$ cat config.mk
export PLATFORM = sky130hd
export DESIGN_NAME = data_mem_ls
export DESIGN_NICKNAME = d
export VERILOG_FILES = /design/src/rtl/data_mem_ls.sv
export SDC_FILE = /design/constraint.sdc
export NUM_CORES = 2
export LEC_CHECK = 0
export CAP_MARGIN = 25
export CELL_PAD_IN_SITES_DETAIL_PLACEMENT = 0
export CELL_PAD_IN_SITES_GLOBAL_PLACEMENT = 2
export CORE_ASPECT_RATIO = 1.5
export CORE_MARGIN = 4
export CORE_UTILIZATION = 30
export CTS_BUF_LIST = sky130_fd_sc_hd__clkbuf_8
export DETAILED_ROUTE_END_ITERATION = 6
export PLACE_DENSITY_LB_ADDON = 0.1
export SLEW_MARGIN = 20
export SYNTH_ARGS = -nofsm -noshare
export SYNTH_HDL_FRONTEND = slang
export SYNTH_SLANG_ARGS = --single-unit
export TNS_END_PERCENT = 5
$ cat constraint.sdc
create_clock -name clk -period 6.54 [get_ports clk]
set_input_delay 1.308 -clock clk [delete_from_list [all_inputs] [get_ports clk]]
set_output_delay 1.308 -clock clk [all_outputs]
set_load 0.005 [all_outputs]
$ cat src/rtl/data_mem_ls.sv
// data_mem_ls: single-port word memory with RISC-V style byte/half/word
// load-store access, a fixed programmable access latency and a one-cycle
// response strobe.
//
// Parameters:
//   DEPTH   - number of 32-bit words (power of two, 4..4096)
//   LATENCY - wait cycles between acceptance and array access (0..15)
//
// Ports:
//   clk, rst_n  - clock, synchronous active-low reset
//   req_valid   - request present
//   req_ready   - high only while idle; a request is taken when both are high
//   req_we      - 1 = store, 0 = load
//   req_addr    - byte address (bits above the array size are ignored)
//   req_wdata   - right-aligned store data
//   req_funct3  - size code: 000 B, 001 H, 010 W, 100 BU, 101 HU
//   rsp_valid   - one-cycle response strobe
//   rsp_rdata   - extended load data, zero for stores and errors
//   rsp_err     - request rejected (illegal size code or misaligned access)
//
// Build option:
//   DATA_MEM_LS_MISALIGN_TRAP_EN - when defined, misaligned half/word
//   accesses are rejected; otherwise the offending low address bits are
//   ignored.

module data_mem_ls #(
  parameter int unsigned DEPTH   = 64,
  parameter int unsigned LATENCY = 1
) (
  input  logic        clk,
  input  logic        rst_n,
  input  logic        req_valid,
  output logic        req_ready,
  input  logic        req_we,
  input  logic [31:0] req_addr,
  input  logic [31:0] req_wdata,
  input  logic [2:0]  req_funct3,
  output logic        rsp_valid,
  output logic [31:0] rsp_rdata,
  output logic        rsp_err
);

  localparam int unsigned AW = $clog2(DEPTH);
  localparam int unsigned CW = 4;

  typedef enum logic [1:0] {
    ST_IDLE = 2'd0,
    ST_WAIT = 2'd1,
    ST_RESP = 2'd2
  } state_t;

  state_t          state, state_next;
  logic [CW-1:0]   cnt, cnt_next;
  logic            do_access;

  // Request fields captured at acceptance
  logic            lat_we;
  logic [AW+1:0]   lat_addr;
  logic [31:0]     lat_wdata;
  logic [2:0]      lat_f3;

  // Access-side view of the request and derived datapath signals
  logic            acc_we;
  logic [AW+1:0]   acc_addr;
  logic [31:0]     acc_wdata;
  logic [2:0]      acc_f3;
  logic [AW-1:0]   acc_idx;
  logic [1:0]      acc_lane;
  logic            f3_bad;
  logic            misalign;
  logic            acc_err;
  logic [31:0]     rd_word;
  logic [7:0]      rd_byte;
  logic [15:0]     rd_half;
  logic [31:0]     load_data;
  logic [3:0]      wr_be;
  logic [31:0]     wr_data;
  logic            mem_we;

  logic            rsp_valid_d;
  logic [31:0]     rsp_rdata_d;
  logic            rsp_err_d;

  logic [31:0]     mem [DEPTH];

  // Address bits above the array are intentionally ignored (wrap)
  logic            unused_addr_hi;
  assign unused_addr_hi = ^req_addr[31:AW+2];

  // State register, capture registers and registered outputs
  always_ff @(posedge clk) begin
    if (!rst_n) begin
      state     <= ST_IDLE;
      cnt       <= '0;
      req_ready <= 1'b1;
      rsp_valid <= 1'b0;
      rsp_rdata <= '0;
      rsp_err   <= 1'b0;
      lat_we    <= 1'b0;
      lat_addr  <= '0;
      lat_wdata <= '0;
      lat_f3    <= '0;
    end else begin
      state     <= state_next;
      cnt       <= cnt_next;
      req_ready <= (state_next == ST_IDLE);
      rsp_valid <= rsp_valid_d;
      rsp_rdata <= rsp_rdata_d;
      rsp_err   <= rsp_err_d;
      if (state == ST_IDLE && req_valid) begin
        lat_we    <= req_we;
        lat_addr  <= req_addr[AW+1:0];
        lat_wdata <= req_wdata;
        lat_f3    <= req_funct3;
      end
    end
  end

  // Next-state logic; do_access marks the edge on which the array is touched
  always_comb begin
    state_next = state;
    cnt_next   = cnt;
    do_access  = 1'b0;
    case (state)
      ST_IDLE: begin
        if (req_valid) begin
          if (LATENCY == 0) begin
            state_next = ST_RESP;
            do_access  = 1'b1;
          end else begin
            state_next = ST_WAIT;
            cnt_next   = CW'(LATENCY - 1);
          end
        end
      end
      ST_WAIT: begin
        if (cnt == '0) begin
          state_next = ST_RESP;
          do_access  = 1'b1;
        end else begin
          cnt_next = cnt - CW'(1);
        end
      end
      ST_RESP: state_next = ST_IDLE;
      default: state_next = ST_IDLE;
    endcase
  end

  // Datapath and next values of the registered outputs
  always_comb begin
    rsp_valid_d = 1'b0;
    rsp_rdata_d = '0;
    rsp_err_d   = 1'b0;
    mem_we      = 1'b0;

    // With zero latency the access happens on the acceptance edge itself
    if (state == ST_IDLE) begin
      acc_we    = req_we;
      acc_addr  = req_addr[AW+1:0];
      acc_wdata = req_wdata;
      acc_f3    = req_funct3;
    end else begin
      acc_we    = lat_we;
      acc_addr  = lat_addr;
      acc_wdata = lat_wdata;
      acc_f3    = lat_f3;
    end
    acc_idx  = acc_addr[AW+1:2];
    acc_lane = acc_addr[1:0];

    case (acc_f3)
      3'b000, 3'b001, 3'b010: f3_bad = 1'b0;
      3'b100, 3'b101:         f3_bad = acc_we;
      default:                f3_bad = 1'b1;
    endcase

`ifdef DATA_MEM_LS_MISALIGN_TRAP_EN
    misalign = ((acc_f3[1:0] == 2'b01) && acc_lane[0]) ||
               ((acc_f3[1:0] == 2'b10) && (acc_lane != 2'b00));
`else
    misalign = 1'b0;
`endif
    acc_err = f3_bad || misalign;

    rd_word = mem[acc_idx];
    rd_byte = rd_word[{acc_lane, 3'b000} +: 8];
    rd_half = acc_lane[1] ? rd_word[31:16] : rd_word[15:0];

    case (acc_f3)
      3'b000:  load_data = {{24{rd_byte[7]}}, rd_byte};
      3'b001:  load_data = {{16{rd_half[15]}}, rd_half};
      3'b010:  load_data = rd_word;
      3'b100:  load_data = {24'd0, rd_byte};
      3'b101:  load_data = {16'd0, rd_half};
      default: load_data = '0;
    endcase

    // Store data is replicated across lanes; the byte enables pick the target
    case (acc_f3[1:0])
      2'b00: begin
        wr_be   = 4'b0001 << acc_lane;
        wr_data = {4{acc_wdata[7:0]}};
      end
      2'b01: begin
        wr_be   = acc_lane[1] ? 4'b1100 : 4'b0011;
        wr_data = {2{acc_wdata[15:0]}};
      end
      default: begin
        wr_be   = 4'b1111;
        wr_data = acc_wdata;
      end
    endcase

    if (do_access) begin
      rsp_valid_d = 1'b1;
      rsp_err_d   = acc_err;
      if (!acc_err && !acc_we) rsp_rdata_d = load_data;
      mem_we = acc_we && !acc_err;
    end
  end

  // Array write port; contents survive reset, but reset blocks a pending store
  always_ff @(posedge clk) begin
    if (rst_n && mem_we) begin
      for (int i = 0; i < 4; i++) begin
        if (wr_be[i]) mem[acc_idx][8*i +: 8] <= wr_data[8*i +: 8];
      end
    end
  end

endmodule

==> results by group <==
Worst setup path
  – CP Capture Type: flop
  – Worst reg2reg endpoint: rsp_rdata[16]$_SDFF_PN0_
  – Kind of critical path: in -> reg
  – Worst Path Required: roughly 7.4 ns
  – Reg2reg setup slack: 1.46 ns
  – Worst-path fanout max: 24
  – Setup crit start: req_addr[2]
  – Worst Path Arrival: roughly 6.1 ns
  – Worst reg2reg startpoint: state[1]$_SDFF_PN0_
  – Worst r2r path cells: 12
  – Worst setup SP type: input pin

Pwr
  – Clk pwr share: 0.309
  – NetSw: around 12,000 µW
  – Pint: 23,800 µW
  – Total chip power: 35,400 µW
  – Flop pwr share: 0.458
  – VDD IR max: 0.000200 V
  – Combinational Power Share: 0.232
  – Sw frac: 0.329
  – Power Dens Cells: 363 nW/µm²
  – Leak pwr: around 0.032 µW

GRT
  – GRT Residual Overflow: 0
  – Number of global-route vias before repair: 53,600
  – Largest net degree at the start of global routing: 65
  – GR Util All Layers: 0.236
  – Initial antenna violation count: 10
  – First-pass GRT wire length: 459,000 µm

Yosys
  – Ys Warns: 0
  – Top post-synthesis cells by area: edfxtp_1, o22ai_1, nand2_1, dfxtp_1, nor3_1
  – Syn Area/Cell: ~15 µm²
  – Top-area cell type share of the netlist area: 0.755
  – Ys async rst share: 0
  – Post-synth EDFFs: 2,048
  – Mapped Nets: 5,349
  – Post-Syn Instances: 5,276
  – Cell taking the most area after synthesis: edfxtp_1
  – Register area share after synthesis: 0.776
  – Seq cells post-synth: 2,133
  – Mapped Area: 81,500 µm²
  – Distinct cell type count after synthesis: 93
  – Ys flop type: edfxtp_1

Timing
  – Final period util: 0.801
  – Skew final: 0.0566 ns
  – Final Slew Violations: 0
  – Max Fclk: 191 MHz
  – Worst-Margin Slew: 1.11 ns
  – # setup viols final: 0
  – Tmin final: 5.24 ns
  – Slew margin rel.: 0.253
  – Hold Fails Final Rpt: 0
  – Setup tns final: 0 ns
  – Worst hold slack: 0.462 ns
  – Unrepaired setup endpoints after global routing: false

Drt
  – Antenna-violating nets left: 0
  – DRC Markers: 0
  – Avg WL per Cell: 34.5 µm
  – Drt first pass iters: 7
  – Drt first-iter violations: 3,913
  – Routed via count: roughly 52,000
  – Via density: between 5 and 6
  – Post-Route WL: 337,000 µm

CTS
  – Clock transition at the registers of the reported paths: 0.06 ns
  – CTS tree: built
  – # Post-CTS Setup Buffers: 0
  – Hold_buf cts: 0
  – CTS H-tree depth: 5
  – CTS Buf Count: 347
  – Clk sinks: 2,133
  – Max Root-Sink Buffers: 4
  – # resized after CTS: 0
  – CTS root buffer: clkbuf_8
  – Clock latency on the worst-skew pair: 0.99 ns

Placement
  – Placed Area: roughly 91,000 µm²
  – Placed insts: 9,156
  – Detail Placement HPWL: 221,000 µm
  – I/O Buffers: 81
  – Placer Congestion: 0.799

Hold path
  – Worst min path class: reg -> reg
  – Hold path start: lat_wdata[9]$_SDFFE_PN0P_
  – Hold endpoint: lat_wdata[9]$_SDFFE_PN0P_
  – Cells on Worst Hold Path: 2

Cells and area
  – Fillers: 26,100
  – Non-Filler Instances: approximately 10,000
  – Nets: between 6,000 and 7,000
  – Area grow syn2layout: 19.7%
  – Fraction of layout cells with a size suffix above 1: 0.194
  – Commonest non-fill, non-tap cell in the layout: edfxtp_1
  – Sequential cell area: 63,200 µm²
  – Multi-input logic area: 16,900 µm²
  – Final instance area: just under 100,000 µm²
  – Most frequent cells in the layout: edfxtp_1, nand2_1, o22ai_1

Die
  – Die area: 280,000 µm²
  – Initial core utilization: 0.301
  – Height of the die: 646 µm
  – Core area: 271,000 µm²
  – DIE WIDTH: 434 µm
  – Num rows: 234
  – Num ports: 106

Job
  – Total of max-cap violations: 0

Outcome
  – Status: finished, final reports clean
==> cell usage after synthesis (all sizes together) (39+ instances only) <==
cell    number
edfxtp    2048
nand2      642
o22ai      599
nor3       266
buf        243
clkbuf     152
nor2       136
nand3      131
mux2i      112
a31oi       99
a21oi       87
dfxtp       85
nor4        72
o221ai      65
a22oi       63
a21boi      45
a32o        39
==> power by group through the flow <==
stage                     clock network, µW  registers [µW]  logic, µW
final                                 11000           16200       8230
after floorplan                           0           16600       3320
after CTS                             11300           16200       8370
after global routing                  11900           16200       8570
after detailed placement                  0           16500       8360
after global placement                    0           16500       8280
==> per-layer routing <==
metal | part of all wire | global-route usage | up-vias
met3 | 0.039 | 0.0288 | 413
met4 | 0.030 | 0.0674 | 0
met5 | 0 | 0 | -
met2 | 0.53 | 0.440 | 1337
met1 | 0.40 | 0.284 | 28000
li1 | - | - | 22700
==> critical path: stages <==
cell and delay, ns:
clkdlybuf4s50_1 0.71, buf_4 0.32, or4b_1 0.23, o21ai_4 0.22
buf_4 0.38, a22oi_1 0.44, a21oi_1 0.14, or4_1 0.56
nor4_2 0.54, buf_4 0.28, nand2_1 0.16, o2111ai_2 0.13
o311a_4 0.41, a31oi_1 0.16
==> registers in the layout, summed over array words and instances, names as in the netlist <==
name / flops
mem: 2048
req_ready: 1
cnt: 4
lat_f3: 3
state: 2
rsp_valid: 1
lat_addr: 8
lat_we: 1
rsp_rdata: 32
rsp_err: 1
lat_wdata: 32
==> how the worst max path moves through the flow <==
stage,end,slack (ns),cells past startpoint
after floorplan,mem[0][24]$_DFFE_PP_,1.75,10
after global placement,rsp_rdata[4]$_SDFF_PN0_,0.20,15
after detailed placement,rsp_rdata[4]$_SDFF_PN0_,0.22,15
after CTS,rsp_rdata[4]$_SDFF_PN0_,1.30,15
after global routing,rsp_rdata[16]$_SDFF_PN0_,1.36,14
final,rsp_rdata[16]$_SDFF_PN0_,1.30,14
==> cell families after synthesis <==
family                   Yosys count  synth area share
XOR/XNOR                           2          0.000215
AND/OR/NAND/NOR                 1345            0.0752
flip-flops                      2133             0.776
buffers and inverters            413            0.0256
adder cells (fa/ha/maj)            2          0.000307
multiplexers                     128            0.0160
AO/OA/AOI/OAI                   1253             0.107
==> area by class of cell <==
cell class	instances	share of cell area
inverters	18	0.000692
diodes	9	0.000231
clock inverters	231	0.0126
flip-flops and latches	2133	0.648
well taps	3540	0.0454
multi-input cells	2730	0.173
clock buffers	361	0.0509
repair buffers	745	0.0692
==> metrics by stage <==
stage / utilization / setup WS [ns]
finish: 0.361 / 1.30
global route: 0.361 / 1.36
global placement: 0.336 / 0.197
CTS: 0.360 / 1.30
detailed placement: 0.337 / 0.217
floorplan: - / 1.75
No activity file was read; power rests on OpenSTA's default activity.
